===== src/rtl/pixel_stream_tx.sv =====
// Pixel-append transmitter: buffers 12-bit RGB pixels in a small FIFO and replays
// each one to the display as an addInput pulse, tracking the display write index.
module pixel_stream_tx #(
  parameter int DEPTH = 4,
  parameter int HOLD  = 2,
  parameter int GAP   = 2,
  parameter int PW    = 40,
  parameter int PH    = 30
) (
  input  logic                       clk_50,
  input  logic                       reset,
  input  logic                       in_valid,
  output logic                       in_ready,
  input  logic [11:0]                in_rgb,
  input  logic                       sync_req,
  output logic                       addInput,
  output logic [11:0]                rgbCode,
  output logic                       disp_reset,
  output logic [10:0]                pix_index,
  output logic                       frame_done,
  output logic                       busy,
  output logic [$clog2(DEPTH):0]     fifo_level
);

  localparam int AW   = $clog2(DEPTH);
  localparam int LW   = AW + 1;
  localparam int NPIX = PW * PH;
  localparam int CMAX = (HOLD > GAP) ? HOLD : GAP;
  localparam int CW   = (CMAX > 1) ? $clog2(CMAX) : 1;

  typedef enum logic [2:0] {
    S_IDLE,
    S_SETUP,
    S_ASSERT,
    S_GAP,
    S_SYNC
  } state_t;

  state_t          state;
  logic [CW-1:0]   cnt;
  logic            sync_latch;
  logic            pix_seq;
  logic [11:0]     mem [DEPTH];
  logic [AW-1:0]   wr_ptr;
  logic [AW-1:0]   rd_ptr;
  logic            push;
  logic            pop;
  logic            fifo_empty;

  assign fifo_empty = (fifo_level == '0);
  assign in_ready   = (fifo_level != LW'(DEPTH));
  assign push       = in_valid && in_ready;
  // The sync latch outranks queued pixels, so a pop only happens when it is clear.
  assign pop        = (state == S_IDLE) && !sync_latch && !fifo_empty;
  assign busy       = (state != S_IDLE) || !fifo_empty || sync_latch;

  // FIFO storage holds data only, so it carries no reset.
  always_ff @(posedge clk_50) begin
    if (push) mem[wr_ptr] <= in_rgb;
  end

  always_ff @(posedge clk_50) begin
    if (reset) begin
      wr_ptr     <= '0;
      rd_ptr     <= '0;
      fifo_level <= '0;
    end else begin
      if (push) wr_ptr <= wr_ptr + AW'(1);
      if (pop)  rd_ptr <= rd_ptr + AW'(1);
      case ({push, pop})
        2'b10:   fifo_level <= fifo_level + LW'(1);
        2'b01:   fifo_level <= fifo_level - LW'(1);
        default: fifo_level <= fifo_level;
      endcase
    end
  end

  always_ff @(posedge clk_50) begin
    if (reset) begin
      state      <= S_IDLE;
      cnt        <= '0;
      sync_latch <= 1'b0;
      pix_seq    <= 1'b0;
      addInput   <= 1'b0;
      rgbCode    <= '0;
      disp_reset <= 1'b0;
      pix_index  <= '0;
      frame_done <= 1'b0;
    end else begin
      frame_done <= 1'b0;
      disp_reset <= 1'b0;
      if (sync_req) sync_latch <= 1'b1;
      case (state)
        S_IDLE: begin
          if (sync_latch) begin
            // A request arriving on this same edge is merged into the one being served.
            sync_latch <= 1'b0;
            disp_reset <= 1'b1;
            pix_index  <= '0;
            pix_seq    <= 1'b0;
            state      <= S_SYNC;
          end else if (!fifo_empty) begin
            rgbCode <= mem[rd_ptr];
            pix_seq <= 1'b1;
            state   <= S_SETUP;
          end
        end
        S_SETUP: begin
          addInput <= 1'b1;
          cnt      <= '0;
          state    <= S_ASSERT;
        end
        S_ASSERT: begin
          if (cnt == CW'(HOLD - 1)) begin
            addInput <= 1'b0;
            cnt      <= '0;
            state    <= S_GAP;
          end else begin
            cnt <= cnt + CW'(1);
          end
        end
        S_SYNC: begin
          cnt   <= '0;
          state <= S_GAP;
        end
        S_GAP: begin
          if (cnt == CW'(GAP - 1)) begin
            state <= S_IDLE;
            if (pix_seq) begin
              if (pix_index == 11'(NPIX - 1)) begin
                pix_index  <= '0;
                frame_done <= 1'b1;
              end else begin
                pix_index <= pix_index + 11'd1;
              end
            end
          end else begin
            cnt <= cnt + CW'(1);
          end
        end
        default: state <= S_IDLE;
      endcase
    end
  end

endmodule


===== config.mk =====
export PLATFORM = sky130hd
export DESIGN_NAME = pixel_stream_tx
export DESIGN_NICKNAME = d
export VERILOG_FILES = /design/src/rtl/pixel_stream_tx.sv
export SDC_FILE = /design/constraint.sdc
export NUM_CORES = 1
export LEC_CHECK = 0
export BUFFER_PORTS_ARGS = -buffer_cell sky130_fd_sc_hd__buf_4
export CAP_MARGIN = 20
export CORE_MARGIN = 5
export CORE_UTILIZATION = 61
export CTS_CLUSTER_DIAMETER = 80
export DETAILED_ROUTE_END_ITERATION = 16
export PLACE_DENSITY = 0.84
export SLEW_MARGIN = 20
export SYNTH_ARGS = -nofsm -noshare
export SYNTH_HDL_FRONTEND = slang
export SYNTH_SLANG_ARGS = --single-unit

===== constraint.sdc =====
create_clock -name clk_50 -period 5.8 [get_ports clk_50]
set_input_delay 1.16 -clock clk_50 [delete_from_list [all_inputs] [get_ports clk_50]]
set_output_delay 1.16 -clock clk_50 [all_outputs]
set_load 0.005 [all_outputs]

==> reports/summary.txt <==
LEAKAGE - 0.00145 uW
Tmin final - 3.34 ns
Fin crit share - 57.6%
Drt first pass iters - 4
Most frequent cell after synthesis - edfxtp_1
First-pass GRT wire length - 10,900 um
Crit path DAT - 3.62 ns
Number of cells on the worst hold path - 2
Clock sinks - 87
FFs w/ async S/R, synth - 0%
Area leader, netlist - edfxtp_1
Post-synth top flop - edfxtp_1
Min-delay src - rgbCode[2]
Root buf cell - clkbuf_8
DRT iter0 DRCs - 116
CTS tree - done
Fill count - 375
Die area - 7390 um^2
Peak Freq - 299 MHz
Reg2Reg Capture Point - fifo_level[2]
Status - completed
Port Buffers - 46
M2 GR Usage - 30.1%
Top post-synthesis cells by area - edfxtp_1, dfxtp_1, mux4_2
Grt peak-use layer - met2
Share of cells above drive strength 1 - 23.0%
Mean Syn Cell Area - 12.7 um^2
Reg clk slew, reported paths - 0.09 ns
Chip Height - 85.9 um
Yosys warns - 0
# diodes - 0
CTS Buf Count - 9
Die Span X - 85.9 um
Routed wire length - 6510 um
Unrepaired setup endpoints after global routing - no
Worst-Skew Late Latency - 0.35 ns
Worst relative slew slack - 40.1%
Setup bufs post-CTS - 0
Post-synth top area share - 41.0%
Clock share of power - 25.2%
Area Growth Syn to Fin - 16.0%
Switching share of power - 30.8%
# resized after CTS - 0
Fin nets - 344
CP Data Required Time - 6.08 ns
Grt met1 use - 25.5%
Clk_skew - 0.00739 ns
Largest net degree at the start of global routing - 32
Final antenna-violating net count - 0
WL/cell - 16.3 um
#FFs+latches synth - 87
Fin Setup TNS - 0 ns
Register area - 2220 um^2
Mapped Area - 3520 um^2
Maximum fanout along the worst path - 14
Netlist cell types - 41
Crit Path Category - reg -> reg
Seq/Total Area, Yosys - 63.2%
Starting density of the core - 63.5%
Post-synth top cells - edfxtp_1, dfxtp_1, nand2_1
Std-Cell Rows - 27
Comb pwr share - 23.9%
Endpoint, Worst Hold - rgbCode[2]
Worst hold slack - 0.457 ns
Syn Nets - 300
Max Cap Viol - 0
P_sw - 506 uW
Pins over their slew limit - 0
Maximum vdd drop - 0.270 mV
Vias in the first global route - 2,276
I/O Pins - 47
Global Route Usage Sum - 19.0%
Vias/cell - 5.70
CTS Hold Bufs - 0
Hold crit path type - reg -> reg
Reg2Reg Setup Slack - 2.46 ns
Total number of vias - 2,269
Footprint of the multi-input gates - 1200 um^2
Grt total ovfl - 0
H-tree depth - 3
Reg2reg path depth - 9
Type of origin of the critical path - flop
Sequential share of power - 50.9%
Worst-Margin Slew - 0.897 ns
Critical Path Sink Type - flop
Pwr Density - 403 nW/um^2
Final Hold Viols - 0
Final GP Congestion - 0.818
Met3 usage - 3.94%
Final setup violation count - 0
Core footprint - 5540 um^2
Dpl hpwl - 4440 um
Post-Synthesis Cells - 277
Internal - 1140 uW
CTS max path bufs - 2
EDFF count, synth - 48
DRC - 0
Worst r2r src - state[2]
Initial antenna violation count - 0
per-stage QoR:
stage               util (%)  instances  power [uW]  cell area (um^2)  worst slack, ns
finish                  73.7        398        1640              4080             2.46
global route            73.7        398        1740              4080             2.12
global placement        70.2        382        1230              3890             2.57
floorplan                  -        277        1100              3520             3.13
CTS                     73.7        398        1650              4080             2.43
detailed placement      70.2        382        1250              3890             2.45
registers in the layout (all words and copies together) (netlist names):
name,flops
cnt,1
pix_index,11
disp_reset,1
pix_seq,1
sync_latch,1
rgbCode,12
addInput,1
frame_done,1
state,3
fifo_level,3
mem,48
rd_ptr,2
wr_ptr,2
cell families (layout without fill, tap and decap cells):
family,Yosys count,in the layout,share of synthesized area (%)
AND/OR/NAND/NOR,92,92,12.6
flip-flops,87,87,63.2
AO/OA/AOI/OAI,45,45,7.97
buffers and inverters,22,71,2.84
multiplexers,13,13,7.97
XOR/XNOR,11,11,2.74
adder cells (fa/ha/maj),7,7,2.70
how the worst max path moves through the flow:
stage	endpoint	cells after the start	slack [ns]	from
floorplan	fifo_level[2]	11	3.13	state[0]
global placement	fifo_level[2]	9	2.57	state[2]
detailed placement	fifo_level[2]	9	2.45	state[2]
CTS	fifo_level[2]	9	2.43	state[2]
global route	fifo_level[2]	9	2.12	state[2]
finish	fifo_level[2]	9	2.46	state[2]
power groups by stage:
stage	Clock (uW)	Combinational, uW	Sequential (uW)
6_report	414	393	836
5_1_grt	447	445	850
4_1_cts	418	399	837
3_5_place_dp	0	396	850
3_3_place_gp	0	386	843
2_1_floorplan	0	295	807
worst max-delay path, stage by stage, from the launching register on:
cell and delay (ns):
dfxtp_1 0.44, nor4_1 0.57, nand2_1 0.43, inv_1 0.50, ha_1 0.28, inv_1 0.06, fa_1 0.38, xor2_1 0.16
or3_1 0.31, a21oi_1 0.14
routing by layer:
layer | vias up | wire length [um]
met5 | - | 0
met4 | 0 | 123
met3 | 15 | 328
met2 | 56 | 3190
met1 | 1084 | 2860
li1 | 1114 | -
area by class of cell:
| cell class | instances | area share (%) |
|---|---|---|
| repair buffers | 46 | 8.46 |
| inverters | 9 | 0.828 |
| well taps | 72 | 2.21 |
| clock buffers | 9 | 3.03 |
| flip-flops and latches | 87 | 54.4 |
| multi-input cells | 168 | 29.3 |
| clock inverters | 7 | 1.72 |
layout by cell type, fill, tap and decap left out, drive strengths merged, types with 2 or more instances in the layout:
cell / netlist / layout
edfxtp: 48 / 48
o21ai: 2 / 2
inv: 9 / 11
a31oi: 2 / 2
ha: 6 / 6
nand3: 10 / 10
xnor2: 8 / 8
xor2: 3 / 3
a21o: 2 / 2
or3: 2 / 2
buf: 7 / 46
or3b: 2 / 2
nor4: 3 / 3
a21oi: 23 / 23
or4: 3 / 3
nor4bb: 2 / 2
nand2: 36 / 36
nand4: 2 / 2
mux4: 12 / 12
clkbuf: 6 / 9
and3: 5 / 5
nor3: 4 / 4
clkinv: 0 / 3
dfxtp: 39 / 39
a211oi: 7 / 7
o31ai: 3 / 3
nor2: 18 / 18
(Power assumes the default switching activity.)
